File: config.mk
export PLATFORM = sky130hd
export DESIGN_NAME = demux4x4_stream_flat
export DESIGN_NICKNAME = d
export VERILOG_FILES = /design/src/rtl/demux4x4_stream_pkg.sv /design/src/rtl/demux4x4_stream_if.sv /design/src/rtl/demux4x4_stream_sync_fifo.sv /design/src/rtl/demux4x4_stream.sv /design/src/flat_wrapper.sv
export SDC_FILE = /design/constraint.sdc
export NUM_CORES = 1
export LEC_CHECK = 0
export ABC_AREA = 0
export CAP_MARGIN = 15
export CORE_MARGIN = 1.5
export CORE_UTILIZATION = 55
export DETAILED_ROUTE_END_ITERATION = 12
export PLACE_DENSITY_LB_ADDON = 0.3
export SLEW_MARGIN = 20
export SYNTH_ARGS = -nofsm -noshare
export SYNTH_HDL_FRONTEND = slang
export SYNTH_SLANG_ARGS = --single-unit
File: constraint.sdc
create_clock -name CLK -period 3.57 [get_ports CLK]
set_clock_uncertainty 0.1 [all_clocks]
set_input_delay 0.5355 -clock CLK [delete_from_list [all_inputs] [get_ports CLK]]
set_output_delay 0.5355 -clock CLK [all_outputs]
set_load 0.005 [all_outputs]
File: src/rtl/demux4x4_stream_pkg.sv
// Shared constants and types for the 1-to-4 stream demultiplexer.
// Channel count, select width and occupancy-counter sizing.
package demux4x4_stream_pkg;

  localparam int NCH       = 4;
  localparam int SW        = 2;
  localparam int DEPTH_DEF = 2;

  // An occupancy counter must hold the value DEPTH itself, hence the extra bit.
  function automatic int cnt_width(input int depth);
    return $clog2(depth) + 1;
  endfunction

  localparam int CW = cnt_width(DEPTH_DEF);

  typedef logic [CW-1:0] cnt_t;
  typedef logic [SW-1:0] sel_t;

endpackage

File: src/rtl/demux4x4_stream_if.sv
// Producer-side and consumer-side stream signals of demux4x4_stream.
// The slave modport is the demultiplexer; master is its environment.
interface demux4x4_stream_if #(
  parameter int WIDTH = 4,
  parameter int CW    = demux4x4_stream_pkg::CW
);
  import demux4x4_stream_pkg::*;

  logic [WIDTH-1:0]  I;
  sel_t              S;
  logic              I_valid;
  logic              I_ready;
  logic [WIDTH-1:0]  O0;
  logic [WIDTH-1:0]  O1;
  logic [WIDTH-1:0]  O2;
  logic [WIDTH-1:0]  O3;
  logic [NCH-1:0]    O_valid;
  logic [NCH-1:0]    O_ready;
  logic [NCH*CW-1:0] CNT;

  modport master (
    output I, S, I_valid, O_ready,
    input  I_ready, O0, O1, O2, O3, O_valid, CNT
  );

  modport slave (
    input  I, S, I_valid, O_ready,
    output I_ready, O0, O1, O2, O3, O_valid, CNT
  );

endinterface

File: src/rtl/demux4x4_stream_sync_fifo.sv
// Single-clock FIFO with occupancy count; the head word is read combinationally.
// Push when full and pop when empty are ignored.
module demux4x4_stream_sync_fifo #(
  parameter  int WIDTH = 4,
  parameter  int DEPTH = 2,
  localparam int AW    = $clog2(DEPTH),
  localparam int CW    = $clog2(DEPTH) + 1
) (
  input  logic             clk,
  input  logic             rst_n,
  input  logic             push,
  input  logic             pop,
  input  logic [WIDTH-1:0] din,
  output logic [WIDTH-1:0] dout,
  output logic             full,
  output logic             empty,
  output logic [CW-1:0]    count
);

  logic [WIDTH-1:0] mem [DEPTH];
  logic [AW-1:0]    wr_ptr;
  logic [AW-1:0]    rd_ptr;
  logic [CW-1:0]    cnt;
  logic             do_push;
  logic             do_pop;

  assign full    = (cnt == CW'(DEPTH));
  assign empty   = (cnt == '0);
  assign do_push = push && !full;
  assign do_pop  = pop && !empty;

  // NOTE: sequential state uses non-blocking assignments so every register
  // samples the pre-edge values regardless of statement order.
  always_ff @(posedge clk) begin
    if (!rst_n) begin
      wr_ptr <= '0;
      rd_ptr <= '0;
      cnt    <= '0;
    end else begin
      if (do_push) wr_ptr <= wr_ptr + 1'b1;
      if (do_pop)  rd_ptr <= rd_ptr + 1'b1;
      case ({do_push, do_pop})
        2'b10:   cnt <= cnt + 1'b1;
        2'b01:   cnt <= cnt - 1'b1;
        default: cnt <= cnt;
      endcase
    end
  end

  // NOTE: storage is deliberately not reset; cnt gates its visibility, and
  // leaving it out of reset lets it map onto plain register-file cells.
  always_ff @(posedge clk) begin
    if (rst_n && do_push) mem[wr_ptr] <= din;
  end

  assign dout  = mem[rd_ptr];
  assign count = cnt;

endmodule

File: src/rtl/demux4x4_stream.sv
// 1-to-4 stream demultiplexer: each accepted word is queued in the FIFO of
// the channel selected by S, so a stalled consumer only blocks its own channel.
module demux4x4_stream
  import demux4x4_stream_pkg::*;
#(
  parameter int WIDTH = 4,
  parameter int DEPTH = DEPTH_DEF
) (
  input  logic             CLK,
  input  logic             RESETN,
  demux4x4_stream_if.slave bus
);

  localparam int FIFO_CW = cnt_width(DEPTH);

  logic [NCH-1:0]     full;
  logic [NCH-1:0]     empty;
  logic [NCH-1:0]     push;
  logic [NCH-1:0]     pop;
  logic [WIDTH-1:0]   dout  [NCH];
  logic [FIFO_CW-1:0] count [NCH];
  logic               ready;

  // NOTE: every signal driven here gets a default first so no path through
  // the block leaves it unassigned, which would infer a latch.
  always_comb begin
    push  = '0;
    ready = !full[bus.S];
    if (bus.I_valid && ready) push[bus.S] = 1'b1;
  end

  assign pop = ~empty & bus.O_ready;

  for (genvar k = 0; k < NCH; k++) begin : g_ch
    demux4x4_stream_sync_fifo #(
      .WIDTH (WIDTH),
      .DEPTH (DEPTH)
    ) u_fifo (
      .clk   (CLK),
      .rst_n (RESETN),
      .push  (push[k]),
      .pop   (pop[k]),
      .din   (bus.I),
      .dout  (dout[k]),
      .full  (full[k]),
      .empty (empty[k]),
      .count (count[k])
    );

    assign bus.CNT[k*FIFO_CW +: FIFO_CW] = count[k];
  end

  assign bus.I_ready = ready;
  assign bus.O_valid = ~empty;
  assign bus.O0      = dout[0];
  assign bus.O1      = dout[1];
  assign bus.O2      = dout[2];
  assign bus.O3      = dout[3];

endmodule

File: src/flat_wrapper.sv
// flat-port wrapper written by rule: the top's interface ports become plain ports
module demux4x4_stream_flat import demux4x4_stream_pkg::*;
#(
  parameter int WIDTH = 4,
  parameter int DEPTH = DEPTH_DEF
)
  (CLK, RESETN, bus_I, bus_S, bus_I_valid, bus_O_ready, bus_I_ready, bus_O0, bus_O1, bus_O2, bus_O3, bus_O_valid, bus_CNT);
  demux4x4_stream_if #(.WIDTH(WIDTH), .CW((cnt_width(DEPTH)))) bus_i ();
  input  logic CLK;
  input  logic RESETN;
  input wire logic [$bits(bus_i.I)-1:0] bus_I;
  input wire logic [$bits(bus_i.S)-1:0] bus_S;
  input wire logic [$bits(bus_i.I_valid)-1:0] bus_I_valid;
  input wire logic [$bits(bus_i.O_ready)-1:0] bus_O_ready;
  output wire logic [$bits(bus_i.I_ready)-1:0] bus_I_ready;
  output wire logic [$bits(bus_i.O0)-1:0] bus_O0;
  output wire logic [$bits(bus_i.O1)-1:0] bus_O1;
  output wire logic [$bits(bus_i.O2)-1:0] bus_O2;
  output wire logic [$bits(bus_i.O3)-1:0] bus_O3;
  output wire logic [$bits(bus_i.O_valid)-1:0] bus_O_valid;
  output wire logic [$bits(bus_i.CNT)-1:0] bus_CNT;
  assign bus_i.I = bus_I;
  assign bus_i.S = bus_S;
  assign bus_i.I_valid = bus_I_valid;
  assign bus_i.O_ready = bus_O_ready;
  assign bus_I_ready = bus_i.I_ready;
  assign bus_O0 = bus_i.O0;
  assign bus_O1 = bus_i.O1;
  assign bus_O2 = bus_i.O2;
  assign bus_O3 = bus_i.O3;
  assign bus_O_valid = bus_i.O_valid;
  assign bus_CNT = bus_i.CNT;
  demux4x4_stream #(.WIDTH(WIDTH), .DEPTH(DEPTH)) u_core (.CLK(CLK), .RESETN(RESETN), .bus(bus_i));
endmodule
# Word-level counts from Yosys, hierarchy flattened
# Memories as Yosys holds them, arrays and structs flattened. A register that Yosys moved wholly into a read port is not among the register bits.
# Cells that the tools add are included.
dict set report word_totals {
  word_cells 104
  out_inout_bits 29
  mem_bits_rw 32
  regBits 16
  mem_count 4
}
dict set report op_classes {
  bitwise_logic 2
  n_lt_le_gt_ge 2
  eq_ne 12
  addsub 16
  n_mux 25
  reduce_logical 31
}
# name depth word_bits read_ports rd_clocked_by_memory_dff wr line
set memory_table {}
lappend memory_table {{u_core.g_ch[0].u_fifo.mem} 2 4 1 1 1 demux4x4_stream_sync_fifo.sv:20} ;# logic [WIDTH-1:0] mem [DEPTH];
lappend memory_table {{u_core.g_ch[1].u_fifo.mem} 2 4 1 1 1 demux4x4_stream_sync_fifo.sv:20}
lappend memory_table {{u_core.g_ch[2].u_fifo.mem} 2 4 1 1 1 demux4x4_stream_sync_fifo.sv:20}
lappend memory_table {{u_core.g_ch[3].u_fifo.mem} 2 4 1 1 1 demux4x4_stream_sync_fifo.sv:20}
# op n
set ops {}
lappend ops {{$mux W1} 18}
lappend ops {{$eq A2 B2 Y1 const B} 8}
lappend ops {{$pmux W2 S2} 4}
lappend ops {{$logic_and A1 B1 Y1} 14}
lappend ops {{$logic_not A1 Y1} 9}
lappend ops {{$add A1 B1 Y1 const B} 8}
lappend ops {{$add A2 B1 Y2 const B} 4}
lappend ops {{$eq A2 B1 Y1 const B} 4}
lappend ops {{$logic_not A2 Y1} 4}
lappend ops {{$reduce_bool A2 Y1} 4}
lappend ops {{$sub A2 B1 Y2 const B} 4}
lappend ops {{$and A4 B4 Y4} 1}
lappend ops {{$mux W4} 1}
lappend ops {{$not A4 Y4} 1}
lappend ops {{$lt A2 B3 Y1 const B} 1}
lappend ops {{$bmux W1 S2} 1}
lappend ops {{$demux W1 S2} 1}
lappend ops {{$ge A2 B1 Y1 const B} 1}

# Depth between registers and ports, before layout
# Gate-level depths: netlist (run 1).
dict set report depth {
  ltp_word 10
  ltp_mapped 7
  depth_no_buf 7
}

# Cells and area by module
# A second synthesis (run 1) with hierarchy kept.
dict set report hier_totals {
  hier_cells 171
  hier_area_um2 2153.3
}
# module instances area_per_inst_um2 cells_per_inst seq_area_each_um2
set modules_own_cells {}
lappend modules_own_cells {demux4x4_stream_sync_fifo 4 513.0 39 340.3}
lappend modules_own_cells {demux4x4_stream 1 101.3 15 0.0}

# Worst setup path after synthesis (run 1)
# No wires, ideal clock.
dict set report synth_path {
  path_type {in2reg}
  start {input bus_I_valid}
  end {register u_core.g_ch[0].u_fifo.cnt[1]}
  setup_slack_ps 1562
  arrival_time_ps 1838
  cell_stages 5
  path_cell_list {nor2b_2 > or3b_4 > ha_1 > or3_1 > a21boi_1}
}
dict set report synth_between {
  elab_chain_cells 5
}
# element line
set synth_lines {}
lappend synth_lines {{start, declared} flat_wrapper.sv:13} ;# input wire logic [$bits(bus_i.I_valid)-1:0] bus_I_valid;
lappend synth_lines {{$logic_and A1 B1 Y1 (*)} demux4x4_stream.sv:29} ;# if (bus.I_valid && ready) push[bus.S] = 1'b1;
lappend synth_lines {{$mux W4 (*)} demux4x4_stream.sv:29}
lappend synth_lines {{$logic_and A1 B1 Y1 (*)} demux4x4_stream_sync_fifo.sv:29} ;# assign do_push = push && !full;
lappend synth_lines {{$eq A2 B1 Y1 / $eq A2 B2 Y1 (equally long branches)} demux4x4_stream_sync_fifo.sv:42} ;# case ({do_push, do_pop})
lappend synth_lines {{$pmux W2 S2 / $reduce_bool A2 Y1 (equally long branches)} --}
lappend synth_lines {{end signal, assigned} demux4x4_stream_sync_fifo.sv:43} ;# 2'b10: cnt <= cnt + 1'b1;
lappend synth_lines {{end signal, assigned} demux4x4_stream_sync_fifo.sv:44} ;# 2'b01: cnt <= cnt - 1'b1;
lappend synth_lines {{end signal, assigned} demux4x4_stream_sync_fifo.sv:45} ;# default: cnt <= cnt;
lappend synth_lines {{end, declared} demux4x4_stream_sync_fifo.sv:23} ;# logic [CW-1:0] cnt;
# Mark *: on every way between the ends. The rest lies on a longest branch, timed or not.
# A chain may end at the register's enable or synchronous reset.

# Final worst setup path (run 1)
dict set report layout_path {
  start {input bus_S[0]}
  end {output bus_I_ready}
}
dict set report layout_between {
  elab_chain_cells 3
}
# element line
set layout_lines {}
lappend layout_lines {{start, declared} flat_wrapper.sv:12} ;# input wire logic [$bits(bus_i.S)-1:0] bus_S;
lappend layout_lines {{$bmux W1 S2} demux4x4_stream.sv:28} ;# ready = !full[bus.S];
lappend layout_lines {{$mux W1 (implied by the code)} demux4x4_stream.sv:28}
lappend layout_lines {{$logic_not A1 Y1} demux4x4_stream.sv:28}
lappend layout_lines {{end, declared} flat_wrapper.sv:15} ;# output wire logic [$bits(bus_i.I_ready)-1:0] bus_I_ready;
# No other way between the ends. The select of a mux whose other input is x is not followed.

==> results of run 1 <==
==> registers in the layout, indices dropped and copies added (netlist names), named ones only <==
name and flops:
u_core.g_ch.u_fifo.count 8, u_core.g_ch.u_fifo.rd_ptr 4, u_core.g_ch.u_fifo.wr_ptr 4, u_core.g_ch.u_fifo.mem 32
==> layout by cell type, fill, tap and decap left out, types with 3 or more instances in the layout <==
cell              n
clkdlybuf4s50_1  41
xnor2_1          12
nor2b_2           3
dfxtp_1          20
mux2_2           16
or3_1             4
a21boi_1          4
edfxtp_1         32
clkbuf_8          5
nor2b_1           8
inv_1             4
and2_1            7
nand3_1           4
nand2b_1          3
o21ai_0           4
or2_2             4
nor2_1            5
ha_1              4
==> power groups by stage <==
stage	Combinational, mW	Sequential [mW]	Clock, mW
after detailed placement	0.319	0.740	0
final	0.318	0.726	0.389
after global routing	0.351	0.736	0.422
after global placement	0.309	0.736	0
after CTS	0.323	0.728	0.397
after floorplan	0.172	0.732	0
==> cells in the mapped netlist (3+ instances only) <==
| library cell | n |
|---|---|
| o21ai_0 | 4 |
| xnor2_1 | 12 |
| nand2b_1 | 3 |
| inv_1 | 4 |
| dfxtp_1 | 20 |
| or3_1 | 4 |
| ha_1 | 4 |
| and2_1 | 7 |
| or2_2 | 4 |
| nor2b_1 | 8 |
| nor2_1 | 5 |
| edfxtp_1 | 32 |
| a21boi_1 | 4 |
| mux2_2 | 16 |
| nor2b_2 | 3 |
| nand3_1 | 4 |
==> stage by stage <==
step | instance area [um2] | instances
after global placement | 2640 | 242
final | 2750 | 250
after global routing | 2750 | 250
after floorplan | 2170 | 155
after detailed placement | 2640 | 242
after CTS | 2750 | 250
==> cell type report <==
| cell class | count | area share |
|---|---|---|
| Inverter | 4 | 0.00546 |
| Multi-Input combinational cell | 96 | 0.285 |
| Tap cell | 48 | 0.0218 |
| Sequential cell | 52 | 0.495 |
| Timing Repair Buffer | 42 | 0.152 |
| Clock inverter | 3 | 0.0155 |
| Clock buffer | 5 | 0.0250 |
==> worst max-delay path, stage by stage <==
cell and delay [ns]:
clkdlybuf4s50_1 0.61, mux4_2 0.54, clkdlybuf4s50_1 0.46
==> routing by layer <==
metal,up-vias,wire length (um)
met3,5,161
met1,614,1500
li1,657,-
met5,-,0
met2,36,1820
met4,0,42
==> cells by family (layout without fill, tap and decap cells) <==
group / after synthesis / in the layout / share of synthesized area
buffers and inverters: 7 / 54 / 0.0127
AOI/OAI and AO/OA: 16 / 16 / 0.0535
adders and majority gates: 4 / 4 / 0.0230
muxes: 17 / 17 / 0.0933
DFF: 52 / 52 / 0.626
and+or+nand+nor: 47 / 47 / 0.143
xor gates and xnor gates: 12 / 12 / 0.0484
==> worst paths after layout <==
path | from | to | slack [ns]
setup / recovery | bus_S[0] | bus_I_ready | 0.78
hold / removal | u_core.g_ch[3].u_fifo.wr_ptr$_SDFFE_PN0N_ | u_core.g_ch[3].u_fifo.wr_ptr$_SDFFE_PN0N_ | 0.38
setup reg to reg | u_core.g_ch[0].u_fifo.count[0]$_SDFFE_PN0P_ | u_core.g_ch[0].u_fifo.count[1]$_SDFFE_PN0P_ | 1.61
hold reg to reg | u_core.g_ch[3].u_fifo.wr_ptr$_SDFFE_PN0N_ | u_core.g_ch[3].u_fifo.wr_ptr$_SDFFE_PN0N_ | 0.38
==> flow_summary.toml, run 1 <==
[synthesis]
synth_seq_cells = 52
async_reset_ff_frac = 0
yosysSeqAreaShare = 0.626
syn_area_mm2 = 0.00217
syn_nets = 172
synthTopCellsByArea = "edfxtp_1 44%, dfxtp_1 18%, mux2_2 8.3%"
yosysWarnings = 0
synth.avg_cell_area_um2 = 14.0
syn_inst = 155
synth_top_area_share = 0.442
synth_cell_types = 31
synth-edff-count = 32
yosysTopAreaCell = "edfxtp_1"
synth_flop_cell = "edfxtp_1"

[sta]
fmax_mhz = 358
rsz0062_at_grt = "false"
hold_ws_ns = 0.383
drv_slew = 0
worst_slack_ns = 0.778
setup_tns_ns = 0
fin_crit_ns = 2.79
period_share = 0.782
slew_headroom = 0.443
finalSetupViolations = 0
final_hold_viol_count = 0
worst_slew_pin_slew_ns = 0.824

[routing]
routed_wl_um = 3520
drt-vias-per-instance = 5.25
drc = 0
wire_per_inst_um = 14.1
dr.pass1.iters = 4
ant_nets = 0
dr_total_vias = 1312
first_iter_violations = 39

[clock_network]
clk_latency_ns = 0.29
cts_tree = "built"
hold_buffers = 0
clkSinkCount = 52
htree_levels = 2
post_cts_buffers = 0
cts_root_buf = "clkbuf_8"
post_cts_resized = 0
cts.clk_slew.worst_paths_ns = 0.09
clock_tree.buffer_depth = 2
cts-buffers-inserted = 5

[global_route]
grt_max_degree = 22
met2_usage = 0.324
top_usage_layer = "met2"
use_met3 = 0.0358
grt_first_pass_wirelength_um = 6180
met1_usage = 0.244
grt_use_total = 0.191
grt_antenna_before_repair = 0
grt_pass1_vias = 1342
gr-total-overflow = 0

[layout]
areaGrowthSynthToFinish_pct = 26.5
seqCellArea_mm2 = 0.00136
drive_gt1_frac = 0.183
finish.utilization = 0.740
diodes = 0
n_fill_cell = 263
multi_input_area_um2 = 785
fin_nets = 218

[placement]
gp_congestion = 0.774
dpl.hpwl_um = 2580
portBuffers = 41
dp_slack_ns = 0.788

[setup_path]
critPathKind = "primary input to output port"
cp-start-kind = "primary input"
reg2reg_depth = 5
crit_arrival_ns = 2.16
critPathMaxFanout = 7
cp-end-kind = "output port"
required_ns = 2.93

[pwr]
p_per_area_mw_per_mm2 = 521
pwr-share-clk = 0.271
p_sw_frac = 0.235
p_leak_nw = 0.938
intPower_mw = 1.10
switching_power_uw = 336
ir_worst_vdd_mv = 0.318
power_frac_comb = 0.222
total_power_mw = 1.43
power_frac_seq = 0.507

[die]
dieHeight_um = 65.9
start_util = 0.585
die-area_mm2 = 0.00434
io_pins = 42
core.rowCount = 22
dieWidth_um = 65.9
core_area_mm2 = 0.00372

[min_path]
hp-class = "register to register"
whs_path_depth = 1

[flow_run]
drv_cap = 0

[outcome]
status = "finished clean"
(Power assumes the default switching activity.)
==> run 2: changes to the inputs <==
Settings changed: CORE_UTILIZATION 55 to 51.
Clock period 3.57 ns to 2.7 ns, I/O delays scaled along.
==> run 2 against run 1 <==
Via count rose by 3.1%. First-iteration DRC count rose by 54%. Sequential power rose by 32%. Core utilization fell by 6.4 points. Global-route usage fell by 0.42 points. Largest power group unchanged. Die area rose by 7.5%. Register-to-register slack got worse by 0.90 ns. Non-clock buffer count rose by 2. Total power rose by 27%.
==> flow_summary.toml, run 2 (synthesis gave the netlist of run 1 again) <==
[outcome]
status = "finished clean"

[sta]
final_hold_viol_count = 0
worst_slew_pin_slew_ns = 0.627
period_share = 0.931
rsz0062_at_grt = "false"
setup_tns_ns = 0
fin_crit_ns = 2.51
drv_slew = 0
finalSetupViolations = 0
slew_headroom = 0.581
fmax_mhz = 398

[setup_path]
cp-start-kind = "primary input"
cp-end-kind = "output port"
rr_endpoint = "u_core.g_ch[0].u_fifo.count[1]$_SDFFE_PN0P_"
reg2reg_depth = 5
crit_family = "buffers and inverters"
critPathKind = "primary input to output port"
critPathMaxFanout = 7
crit_chain = "clkdlybuf4s50_1 -> mux4_2 -> clkdlybuf4s50_1"
cp_common_cell = "clkdlybuf4s50_1"
slowest_stage = "clkdlybuf4s50_1"
r2r_slack_ns = 0.71
crit_buf_inv = 2
slowest_delay_ns = 0.61
crit_arrival_ns = 2.01
crit-reg2reg-launch = "u_core.g_ch[0].u_fifo.count[0]$_SDFFE_PN0P_"
required_ns = 2.19

[die]
core.rowCount = 23
core_area_mm2 = 0.00406
start_util = 0.536
dieHeight_um = 68.3
dieWidth_um = 68.3
die-area_mm2 = 0.00466
io_pins = 42

[layout]
finish.utilization = 0.676
areaGrowthSynthToFinish_pct = 26.1
diodes = 0
regMostFlops = "u_core.g_ch.u_fifo.mem"
fin_nets = 220
fin_area_mm2 = 0.00274
n_fill_cell = 274
final_cell_mix = "41 x clkdlybuf4s50_1, 32 x edfxtp_1, 20 x dfxtp_1"
largest_reg_flops = 32
layout_commonest_cell = "clkdlybuf4s50_1"
stdcell_count = 254
drive_gt1_frac = 0.191

[global_route]
grt_use_total = 0.187
grt_first_pass_wirelength_um = 6210
gr-total-overflow = 0
grt_antenna_before_repair = 0
grt_pass1_vias = 1344
grt_max_degree = 17

[routing]
first_iter_violations = 60
ant_nets = 0
wire_per_inst_um = 15.2
routed_wl_um = 3870
dr.pass1.iters = 4
drt-vias-per-instance = 5.33
drc = 0
dr_total_vias = 1353

[clock_network]
clkSinkCount = 52
cts_tree = "built"
clock_tree.buffer_depth = 2
cts_root_buf = "clkbuf_8"
clk_latency_ns = 0.30
htree_levels = 2
post_cts_buffers = 0
cts.clk_slew.worst_paths_ns = 0.08
cts-buffers-inserted = 5
hold_buffers = 0
post_cts_resized = 0

[pwr]
ir_worst_vdd_mv = 0.360
p_leak_nw = 0.934
total_power_mw = 1.81
p_per_area_mw_per_mm2 = 662

[min_path]
whs_endpoint = "u_core.g_ch[2].u_fifo.wr_ptr$_SDFFE_PN0N_"
whs_path_depth = 1
hold_start = "u_core.g_ch[2].u_fifo.wr_ptr$_SDFFE_PN0N_"
hp-class = "register to register"

[placement]
placed_area_mm2 = 0.00266
dpl.hpwl_um = 2780
place_inst = 246
portBuffers = 41
gp_congestion = 0.794

[flow_run]
drv_cap = 0
==> run 2: changes by cell type in the layout (fill, tap and decap cells not counted) <==
cell and change:
bufinv_16 -1, clkinv_4 -1, clkinv_1 -1, clkinv_2 +1, clkinvlp_4 +1, clkbuf_1 +1
buf_4 +2
==> run 2: layout make-up <==
class,count,area (um2),area share
timing repair buffer,44,433,0.158
sequential,52,1360,0.497
clock inverter,2,12.5,0.00456
inverter,4,15.0,0.00548
tap,50,62.6,0.0228
clock buffer,6,72.6,0.0265
multi-input combinational,96,785,0.286
==> run 2: stage by stage <==
step | hold WS (ns) | setup WS (ns)
2_1_floorplan | 0.350 | 0.823
3_3_place_gp | 0.361 | 0.199
3_5_place_dp | 0.379 | 0.138
4_1_cts | 0.400 | 0.187
5_1_grt | 0.423 | 0.134
6_report | 0.405 | 0.187
==> run 2: how the worst max path moves through the flow <==
stage | from | to | slack (ns) | cells after the start
detailed placement | bus_I_valid | u_core.g_ch[0].u_fifo.count[1]$_SDFFE_PN0P_ | 0.14 | 6
finish | bus_S[0] | bus_I_ready | 0.19 | 3
global route | u_core.g_ch[0].u_fifo.count[1]$_SDFFE_PN0P_ | bus_I_ready | 0.13 | 4
CTS | bus_S[0] | bus_I_ready | 0.19 | 3
floorplan | bus_I_valid | u_core.g_ch[0].u_fifo.count[1]$_SDFFE_PN0P_ | 0.82 | 5
global placement | bus_I_valid | u_core.g_ch[0].u_fifo.count[1]$_SDFFE_PN0P_ | 0.20 | 6
==> run 2: where the power goes <==
group / switching [mW] / internal [mW] / total [mW]
clock: 0.246 / 0.181 / 0.428
sequential: 0.0627 / 0.898 / 0.961
combinational: 0.147 / 0.279 / 0.426
==> run 2: metal layers <==
metal / global-route usage / vias to the layer above / wire, um
li1: - / 659 / -
met1: 0.231 / 658 / 1760
met2: 0.313 / 31 / 1900
met3: 0.0493 / 5 / 152
met4: 0.0725 / 0 / 61
met5: 0 / - / 0
==> run 3: changes to the inputs <==
Settings changed: CAP_MARGIN 15 to default.
==> results of run 3 <==
Same layout as run 2: the final DEF is identical, and so are final timing and power.
